==> src/rtl/gray_codec_pipe.sv <==
// gray_codec_pipe
//   Two-stage Gray/binary converter with valid/ready handshakes on both sides.
//   S1 captures the input word and its mode. S2 holds the converted word that is
//   presented downstream. A word accepted on a clock edge is visible on the
//   output after the following edge. The pipeline sustains one word per cycle.
//
//   Optional build macro GRAY_CODEC_CHECK_EN adds an adjacency checker. It flags
//   any mode-0 (Gray) input whose Hamming distance from the previous mode-0
//   input is not exactly one bit.
//
// Ports
//   clk        sole clock; all state changes on its rising edge
//   rst        asynchronous, active-high reset
//   in_valid   input word present
//   in_ready   block accepts an input word this cycle
//   in_data    input code word [WIDTH-1:0]
//   in_mode    0 = Gray-to-binary, 1 = binary-to-Gray
//   out_valid  output word present
//   out_ready  downstream accepts the output word this cycle
//   out_data   converted word [WIDTH-1:0]
//   out_mode   mode that out_data was converted with
//   err_adj    adjacency-error flag for out_data (always 0 without the checker)
module gray_codec_pipe #(
   parameter int WIDTH = 8
) (
   input  logic             clk,
   input  logic             rst,
   input  logic             in_valid,
   output logic             in_ready,
   input  logic [WIDTH-1:0] in_data,
   input  logic             in_mode,
   output logic             out_valid,
   input  logic             out_ready,
   output logic [WIDTH-1:0] out_data,
   output logic             out_mode,
   output logic             err_adj
);

   logic             s1_valid;
   logic [WIDTH-1:0] s1_data;
   logic             s1_mode;
   logic             s2_load;
   logic             in_fire;
   logic [WIDTH-1:0] conv_data;

   // S2 takes the S1 word when S2 is empty or is being drained this cycle.
   // S1 can then refill in the same cycle, so there is no bubble.
   assign s2_load  = s1_valid & (~out_valid | out_ready);
   assign in_ready = ~rst & (~s1_valid | s2_load);
   assign in_fire  = in_valid & in_ready;

   always_ff @(posedge clk or posedge rst) begin
      if (rst) begin
         s1_valid <= 1'b0;
         s1_data  <= '0;
         s1_mode  <= 1'b0;
      end else if (in_fire) begin
         s1_valid <= 1'b1;
         s1_data  <= in_data;
         s1_mode  <= in_mode;
      end else if (s2_load) begin
         s1_valid <= 1'b0;
      end
   end

   // Gray-to-binary: each binary bit is the XOR of all Gray bits at or above it.
   // It is written as a prefix reduction so that no bit depends on another bit
   // of the same vector.
   always_comb begin
      conv_data = '0;
      if (s1_mode) begin
         conv_data = s1_data ^ (s1_data >> 1);
      end else begin
         for (int i = 0; i < WIDTH; i++) begin
            conv_data[i] = ^(s1_data >> i);
         end
      end
   end

   always_ff @(posedge clk or posedge rst) begin
      if (rst) begin
         out_valid <= 1'b0;
         out_data  <= '0;
         out_mode  <= 1'b0;
      end else if (s2_load) begin
         out_valid <= 1'b1;
         out_data  <= conv_data;
         out_mode  <= s1_mode;
      end else if (out_valid & out_ready) begin
         out_valid <= 1'b0;
      end
   end

`ifdef GRAY_CODEC_CHECK_EN
   logic [WIDTH-1:0] hist_data;
   logic             hist_valid;
   logic [WIDTH-1:0] diff;
   logic             one_bit;
   logic             s1_err;

   // Exactly one bit differs: diff is non-zero and a power of two.
   assign diff    = in_data ^ hist_data;
   assign one_bit = (diff != '0) && ((diff & (diff - WIDTH'(1))) == '0);

   // Only accepted Gray-mode words update the history.
   always_ff @(posedge clk or posedge rst) begin
      if (rst) begin
         hist_data  <= '0;
         hist_valid <= 1'b0;
      end else if (in_fire & ~in_mode) begin
         hist_data  <= in_data;
         hist_valid <= 1'b1;
      end
   end

   always_ff @(posedge clk or posedge rst) begin
      if (rst) begin
         s1_err <= 1'b0;
      end else if (in_fire) begin
         s1_err <= ~in_mode & hist_valid & ~one_bit;
      end
   end

   always_ff @(posedge clk or posedge rst) begin
      if (rst) begin
         err_adj <= 1'b0;
      end else if (s2_load) begin
         err_adj <= s1_err;
      end
   end
`else
   assign err_adj = 1'b0;
`endif

endmodule

==> config.mk <==
export PLATFORM = sky130hd
export DESIGN_NAME = gray_codec_pipe
export DESIGN_NICKNAME = d
export VERILOG_FILES = /design/src/rtl/gray_codec_pipe.sv
export SDC_FILE = /design/constraint.sdc
export NUM_CORES = 1
export LEC_CHECK = 0
export ABC_AREA = 1
export BUFFER_PORTS_ARGS = -buffer_cell sky130_fd_sc_hd__buf_2
export CORE_UTILIZATION = 52
export DETAILED_ROUTE_END_ITERATION = 6
export HOLD_SLACK_MARGIN = 0.02
export PLACE_DENSITY = 0.77
export RECOVER_POWER = 50
export SLEW_MARGIN = 0
export SYNTH_ARGS = -nofsm -noshare
export SYNTH_HDL_FRONTEND = slang
export SYNTH_SLANG_ARGS = --single-unit
==> constraint.sdc <==
create_clock -name clk -period 1.16 [get_ports clk]
set_input_delay 0.116 -clock clk [delete_from_list [all_inputs] [get_ports clk]]
set_output_delay 0.116 -clock clk [all_outputs]
set_load 0.02 [all_outputs]
==> metrics.cfg, run 1 <==
[run_status]
status = finished with violations
violations = negative setup slack

[floorplanning]
start_util = 0.5568
die_area_sq_um = 2288
die_h_um = 47.83
ios = 25
dieWidth_um = 47.83
core-area_sq_um = 1962
fp-row-count = 16

[routing]
dr_wl_met3_um = 157
num_vias = 1144
top_layer = met4
route.met2.wl_mm = 1.437
routedWlPerCell_um = 12.41
drt_wl_total_mm = 2.743
drtAntennaViolNets = 0
route.detailed.drc = 0
viasPerCell = 5.176
wl_met1_mm = 1.120
dr.pass1.iters = 4
drtIter0Drc = 26

[logic_synthesis]
synth_cells = 155
synth-compound-area-share = 0.09164
yosys_warnings = 0
synthXorXnorAreaFrac = 0.008018
synth-simple-area-share = 0.3666
avgSynthCellArea_sq_um = 7.047
synthAdderAreaFrac = 0
muxShareOfSynthArea = 0
synth_cell_types = 16
syn_nets = 168
yosysSeqAreaShare = 0.4582
synth_top_family_by_area = simple AND/OR/NAND/NOR gates
synth_area_sq_um = 1092
yosys_register_bits = 20

[critical_path]
reg2reg_slack_ns = -0.1
end_kind = flop
r2r_cells = 9
path_max_fanout = 4
reg2reg_from = s1_data[6]
reg2reg_to = out_data[0]
worstPathRequired_ns = 1.41
crit_type = flop to flop
crit_arrival_ns = 1.50
start_kind = flop

[sta]
maxSlewViolCount = 0
period_share = 1.084
skew_ns = 0.005364
max_freq_mhz = 795.2
finalSetupViolations = 6
fin_ws_ns = -0.09762
fin_crit_ns = 1.258
finalHoldViolations = 0
rsz0062_at_grt = yes

[placed_design]
place_congestion = 0.7718
dpl.hpwl_mm = 1.673
dp_cells = 205
port_buffers = 23

[global_routing]
grt_max_degree = 21
grt.total_usage = 0.2269
grt_pass1_wl_mm = 3.574
overflow = 0
grt_pass1_vias = 925
antenna_found_initial = 0

[power]
irDropWorstVdd_uv = 1094
power.total_mw = 2.505
power_per_cell_area_nw_per_um2 = 1658
p_leak_nw = 0.8032

[flow_run]
max_cap_viol_count = 0

[cts]
clk_latency_ns = 0.31
cts_sinks = 20
htree_levels = 1
clock_path_buffers = 2
numCtsBuffers = 3
path_clk_slew_ns = 0.12
cts_root_buf = clkbuf_4
cts_tree = yes

[layout]
nets = 208
antenna_cells = 0
most-common-layout-cells = nand2_1, buf_2, nand2_2
drive_above_1_share = 0.4691
final_common_cell = nand2_1
area_growth_pct = 38.37
fin_cells = 221

[worst_hold_path]
whs_path_depth = 3
hold_start = in_data[5]
hold_path.class = input port to flop
hold_end = s1_data[5]

[sequential cells by signal (all words and copies together), names as in the netlist]
register / count
out_mode: 1
s1_mode: 1
s1_valid: 1
out_valid: 1
out_data: 8
s1_data: 8
[kinds of logic after synthesis]
logic type,after synthesis
simple gates,97
buf+inv,18
compound gates,18
xor+xnor,1
flops,20
other cells,1
[power by group]
part | internal (mW) | switching (mW)
logic | 0.418 | 0.678
registers | 0.858 | 0.134
clock network | 0.192 | 0.227
total | 1.47 | 1.04
[area by class of cell]
type | instances | area (sq um)
Clock buffer | 4 | 36.28
Fill cell | 146 | 450.4
Inverter | 16 | 70.07
Multi-Input combinational cell | 118 | 629.4
Sequential cell | 20 | 505.5
Tap cell | 27 | 33.78
Timing Repair Buffer | 36 | 236.5
[metal layers]
layer / track usage / up-vias
li1: - / 557
met2: 0.4162 / 51
met1: 0.2624 / 529
met5: 0 / -
met4: 0.07222 / 0
met3: 0.04528 / 7
[what timing repair did]
item | CTS | global route
hold buffers | 1 | 0
cloned | 0 | 1
setup endpoints to repair | 4 | 21
resized for setup | 6 | 35
buffers inserted | 5 | 5
endpoints found under the hold margin | 20 | 0
pin swaps | 1 | 12
[worst max-delay path by stage]
stage / start / depth (start not counted) / to
2_1_floorplan: out_valid / 6 / s1_data[0]
3_3_place_gp: s1_data[7] / 9 / out_data[0]
3_5_place_dp: s1_data[7] / 9 / out_data[0]
4_1_cts: s1_data[5] / 9 / out_data[0]
5_1_grt: s1_data[6] / 8 / out_data[1]
6_report: s1_data[6] / 9 / out_data[0]
[Yosys cell counts, drive strengths merged]
cell type / number / share of area
buf: 2 / 0.017
a21oi: 11 / 0.057
xnor2: 1 / 0.0080
dfrtp: 20 / 0.46
nand3: 9 / 0.041
clkinv: 1 / 0.0034
nor2: 13 / 0.045
nand2: 75 / 0.28
conb: 1 / 0.0034
o21ai: 5 / 0.023
inv: 15 / 0.052
a31oi: 2 / 0.011
[through the flow]
step                      cell area, sq um  hold slack (ns)  setup TNS [ns]  setup WS, ns    util
after floorplan                       1107         -0.02719               0      0.008908       -
after global placement                1252           0.1959       -0.002529     -0.002529  0.6384
after detailed placement              1252           0.1990        -0.05351      -0.05351  0.6384
after CTS                             1355          0.04645        -0.04391      -0.04391  0.6907
after global routing                  1511          0.06067         -0.7384       -0.1793  0.7704
final                                 1511          0.04765         -0.3332      -0.09762  0.7704
[critical path, cell delays in order, from the launching register on]
cell and delay [ns]:
dfrtp_1 0.46, inv_2 0.11, nand2_1 0.08, nand2_2 0.10, nand2_2 0.05, nand2_2 0.10, inv_2 0.04, nand2_2 0.05
nand3_2 0.06, a21oi_2 0.14
(Power assumes the default switching activity.)
==> run 2, diff against run 1 <==
Settings changed: ABC_AREA 1 to not set, BUFFER_PORTS_ARGS -buffer_cell sky130_fd_sc_hd__buf_2 to -buffer_cell sky130_fd_sc_hd__clkbuf_2, CORE_UTILIZATION 52 to 51.
==> run 2 against run 1 <==
  * The run still ends with negative setup slack left
  * Count of clock-buffer cells in the layout shrank 1
  * Sequential share of layout area shrank 0.30 points
  * Wire length decreased by 6.8%
  * Die area decreased by 7.9%
  * First-iteration DRC count fell by 12%
  * Combinational power is 36% higher
  * Final cell count down 29%
  * Hold slack lost 0.012 ns
  * Total power is 25% higher
  * Register-to-register slack lost 0.34 ns
  * Global-route usage down 0.12 points
  * Synthesized cell count decreased by 47%
  * Critical endpoint is now out_data[1]
  * Largest cell class unchanged
  * Highest routed layer unchanged
==> metrics.cfg, run 2 <==
[logic_synthesis]
async_flop_share = 1.000  ; unchanged
syn_nets = 95  ; -43%
yosys_warnings = 0  ; unchanged
synthTopCellsByArea = dfrtp_1, mux2_2, xor3_1
synth_cells = 82  ; -47%
synthAdderAreaFrac = 0  ; unchanged
synth_most_common_cell = dfrtp_1
yosysSeqAreaShare = 0.5089  ; +0.05072
avgSynthCellArea_sq_um = 11.99  ; +70%
synth_top_cell_area_share = 0.5089  ; +0.05072
synthXorXnorAreaFrac = 0.1616  ; +0.1536
synth-compound-area-share = 0.08015  ; -0.01149
synth_area_sq_um = 983.4  ; -10%
synth_ff_type = dfrtp_1
netlist_top_cells_count = dfrtp_1, mux2_2, nand2_1
synth-simple-area-share = 0.1081  ; -0.2584
synth_top_area_cell = dfrtp_1
synth_cell_types = 26  ; +10
synth_edf_count = 0  ; unchanged
muxShareOfSynthArea = 0.1145  ; +0.1145
synth_top_family_by_area = XOR/XNOR gates
yosys_register_bits = 20  ; unchanged

[floorplanning]
fp-row-count = 15  ; -1
start_util = 0.5574  ; +0.0006864
ios = 25  ; unchanged
dieWidth_um = 45.91  ; -4.0%
core-area_sq_um = 1764  ; -10%
die_area_sq_um = 2108  ; -7.9%
die_h_um = 45.91  ; -4.0%

[critical_path]
path_max_fanout = 5  ; +1
worstPathRequired_ns = 1.35  ; -0.06 ns
cp_slowest_cell = dfrtp_2
end_kind = flop
crit_chain = xnor2_4 -> xor3_1 -> a21oi_1 -> o31ai_2
crit_type = flop to flop
start_kind = flop
crit_arrival_ns = 1.79  ; +0.29 ns
max_stage_delay_ns = 0.46  ; about the same

[routing]
drt_wl_total_mm = 2.556  ; -6.8%
dr.pass1.iters = 4  ; unchanged
viasPerCell = 5.335  ; +3.1%
drtAntennaViolNets = 0  ; unchanged
route.detailed.drc = 0  ; unchanged
routedWlPerCell_um = 16.18  ; +30%
num_vias = 843  ; -26%
drtIter0Drc = 23  ; -12%

[layout]
final_common_cell = clkbuf_2
antenna_cells = 0  ; unchanged
most-common-layout-cells = clkbuf_2, dfrtp_1, buf_4
fin_area_sq_um = 1518  ; +0.41%
fin_cells = 158  ; -29%
top_regs = out_data: 8 flops, s1_data: 8 flops
multi_input_area_sq_um = 564.3  ; -10%
fillers = 101  ; -31%
drive_above_1_share = 0.6165  ; +0.1475
area_growth_pct = 54.33
seq_area_sq_um = 503.0  ; -0.50%
nets = 147  ; -29%

[global_routing]
grt_pass1_vias = 787  ; -15%
grt_max_degree = 13  ; -38%
grt.total_usage = 0.2257  ; -0.001191
overflow = 0  ; unchanged
grt_pass1_wl_mm = 3.305  ; -7.5%
antenna_found_initial = 0  ; unchanged

[power]
irDropWorstVdd_uv = 1477  ; +35%
p_leak_nw = 0.7597  ; -5.4%
power_per_cell_area_nw_per_um2 = 2063  ; +24%

[flow_run]
max_cap_viol_count = 0  ; unchanged

[sta]
finalHoldViolations = 0  ; unchanged
finalSetupViolations = 19  ; +13
fin_ws_ns = -0.4408  ; -0.3432 ns
whs_ns = 0.03516  ; -0.01249 ns
period_share = 1.380  ; +0.2958
maxSlewViolCount = 0  ; unchanged
skew_ns = 0.008115  ; +0.002752 ns
fin_crit_ns = 1.601  ; +0.3432 ns
max_freq_mhz = 624.7  ; -21%
rsz0062_at_grt = yes

[cts]
cts_sinks = 20  ; unchanged
path_clk_slew_ns = 0.12  ; about the same
htree_levels = 1  ; unchanged
cts_tree = yes
clock_path_buffers = 2  ; unchanged
clk_latency_ns = 0.30  ; about the same
cts_root_buf = clkbuf_4
numCtsBuffers = 3  ; unchanged

[worst_hold_path]
hold_path.class = input port to flop

[placed_design]
dpl.hpwl_mm = 1.350  ; -19%
detailedPlace.worstSlack_ns = -0.3655  ; -0.3120 ns
dpl_cell_area_sq_um = 1261  ; +0.70%
place_congestion = 0.7253  ; -6.0%
port_buffers = 23  ; unchanged
dp_cells = 143  ; -30%

[run_status]
violations = negative setup slack
status = finished with violations

run 2: cell count changes after synthesis, sizes merged, moves of 3 or more:
cell   before  now
a21oi      11    3
inv        15    2
mux2        0   10
nand2      75   10
nand3       9    1
nor2       13    1
nor2b       0    3
xnor2       1    6
xor2        0    5
run 2: worst paths after layout:
| check | from | end | slack [ns] | depth (start not counted) |
|---|---|---|---|---|
| hold / removal | in_data[6] | s1_data[6] | 0.04 | 2 |
| hold reg to reg | out_mode | out_mode | 0.50 | 2 |
| setup / recovery | s1_data[7] | out_data[1] | -0.44 | 4 |
| max in group asynchronous | rst | s1_data[7] | 0.20 | 4 |
| min in group asynchronous | rst | out_data[6] | 0.36 | 3 |
| setup reg to reg | s1_data[7] | out_data[1] | -0.44 | 4 |
run 2: cells by family after synthesis:
logic type	Yosys count
and+or+nand+nor	21
muxes	10
xor gates and xnor gates	13
DFF	20
buffers and inverters	5
other	1
AOI/OAI and AO/OA	12
run 2: repair_timing:
item,in CTS,in global routing
setup endpoints to repair,19,19
hold buffers,1,0
gates resized for setup,10,15
pin swaps,6,11
hold endpoints to repair,9,0
setup buffers,3,7
gates cloned,1,1
run 2: critical path, delay by kind of cell, from the launching register on:
kind | cells | cell delay [ns]
XOR/XNOR | 2 | 0.65
AO/OA/AOI/OAI | 2 | 0.37
flip-flops | 1 | 0.46
run 2: area by class of cell:
cell class | instances | share of cell area
clock buffer | 3 | 0.01484
clock inverter | 1 | 0.01979
inverter | 2 | 0.004946
multi-input combinational | 58 | 0.3718
sequential | 20 | 0.3314
tap | 25 | 0.02061
timing repair buffer | 49 | 0.2366
run 2: stage by stage:
step	setup TNS (ns)	power [mW]	util
detailed placement	-2.852	2.221	0.7149
floorplan	-4.451	1.834	-
global route	-4.665	3.286	0.8603
CTS	-2.896	2.882	0.7929
global placement	-2.357	2.178	0.7149
finish	-3.713	3.132	0.8603
run 2: report_power, final:
group,switching (mW),internal (mW)
sequential,0.164,0.895
clock,0.219,0.349
combinational,0.735,0.770
total,1.12,2.01
run 2: layer usage:
metal	routed length (um)	part of all wire	vias to the layer above	global-route usage
met4	35	0.014	0	0.1235
met5	0	0	-	0
met1	1004	0.39	412	0.2672
met2	1394	0.55	40	0.3831
met3	122	0.048	6	0.03968
li1	-	-	385	-
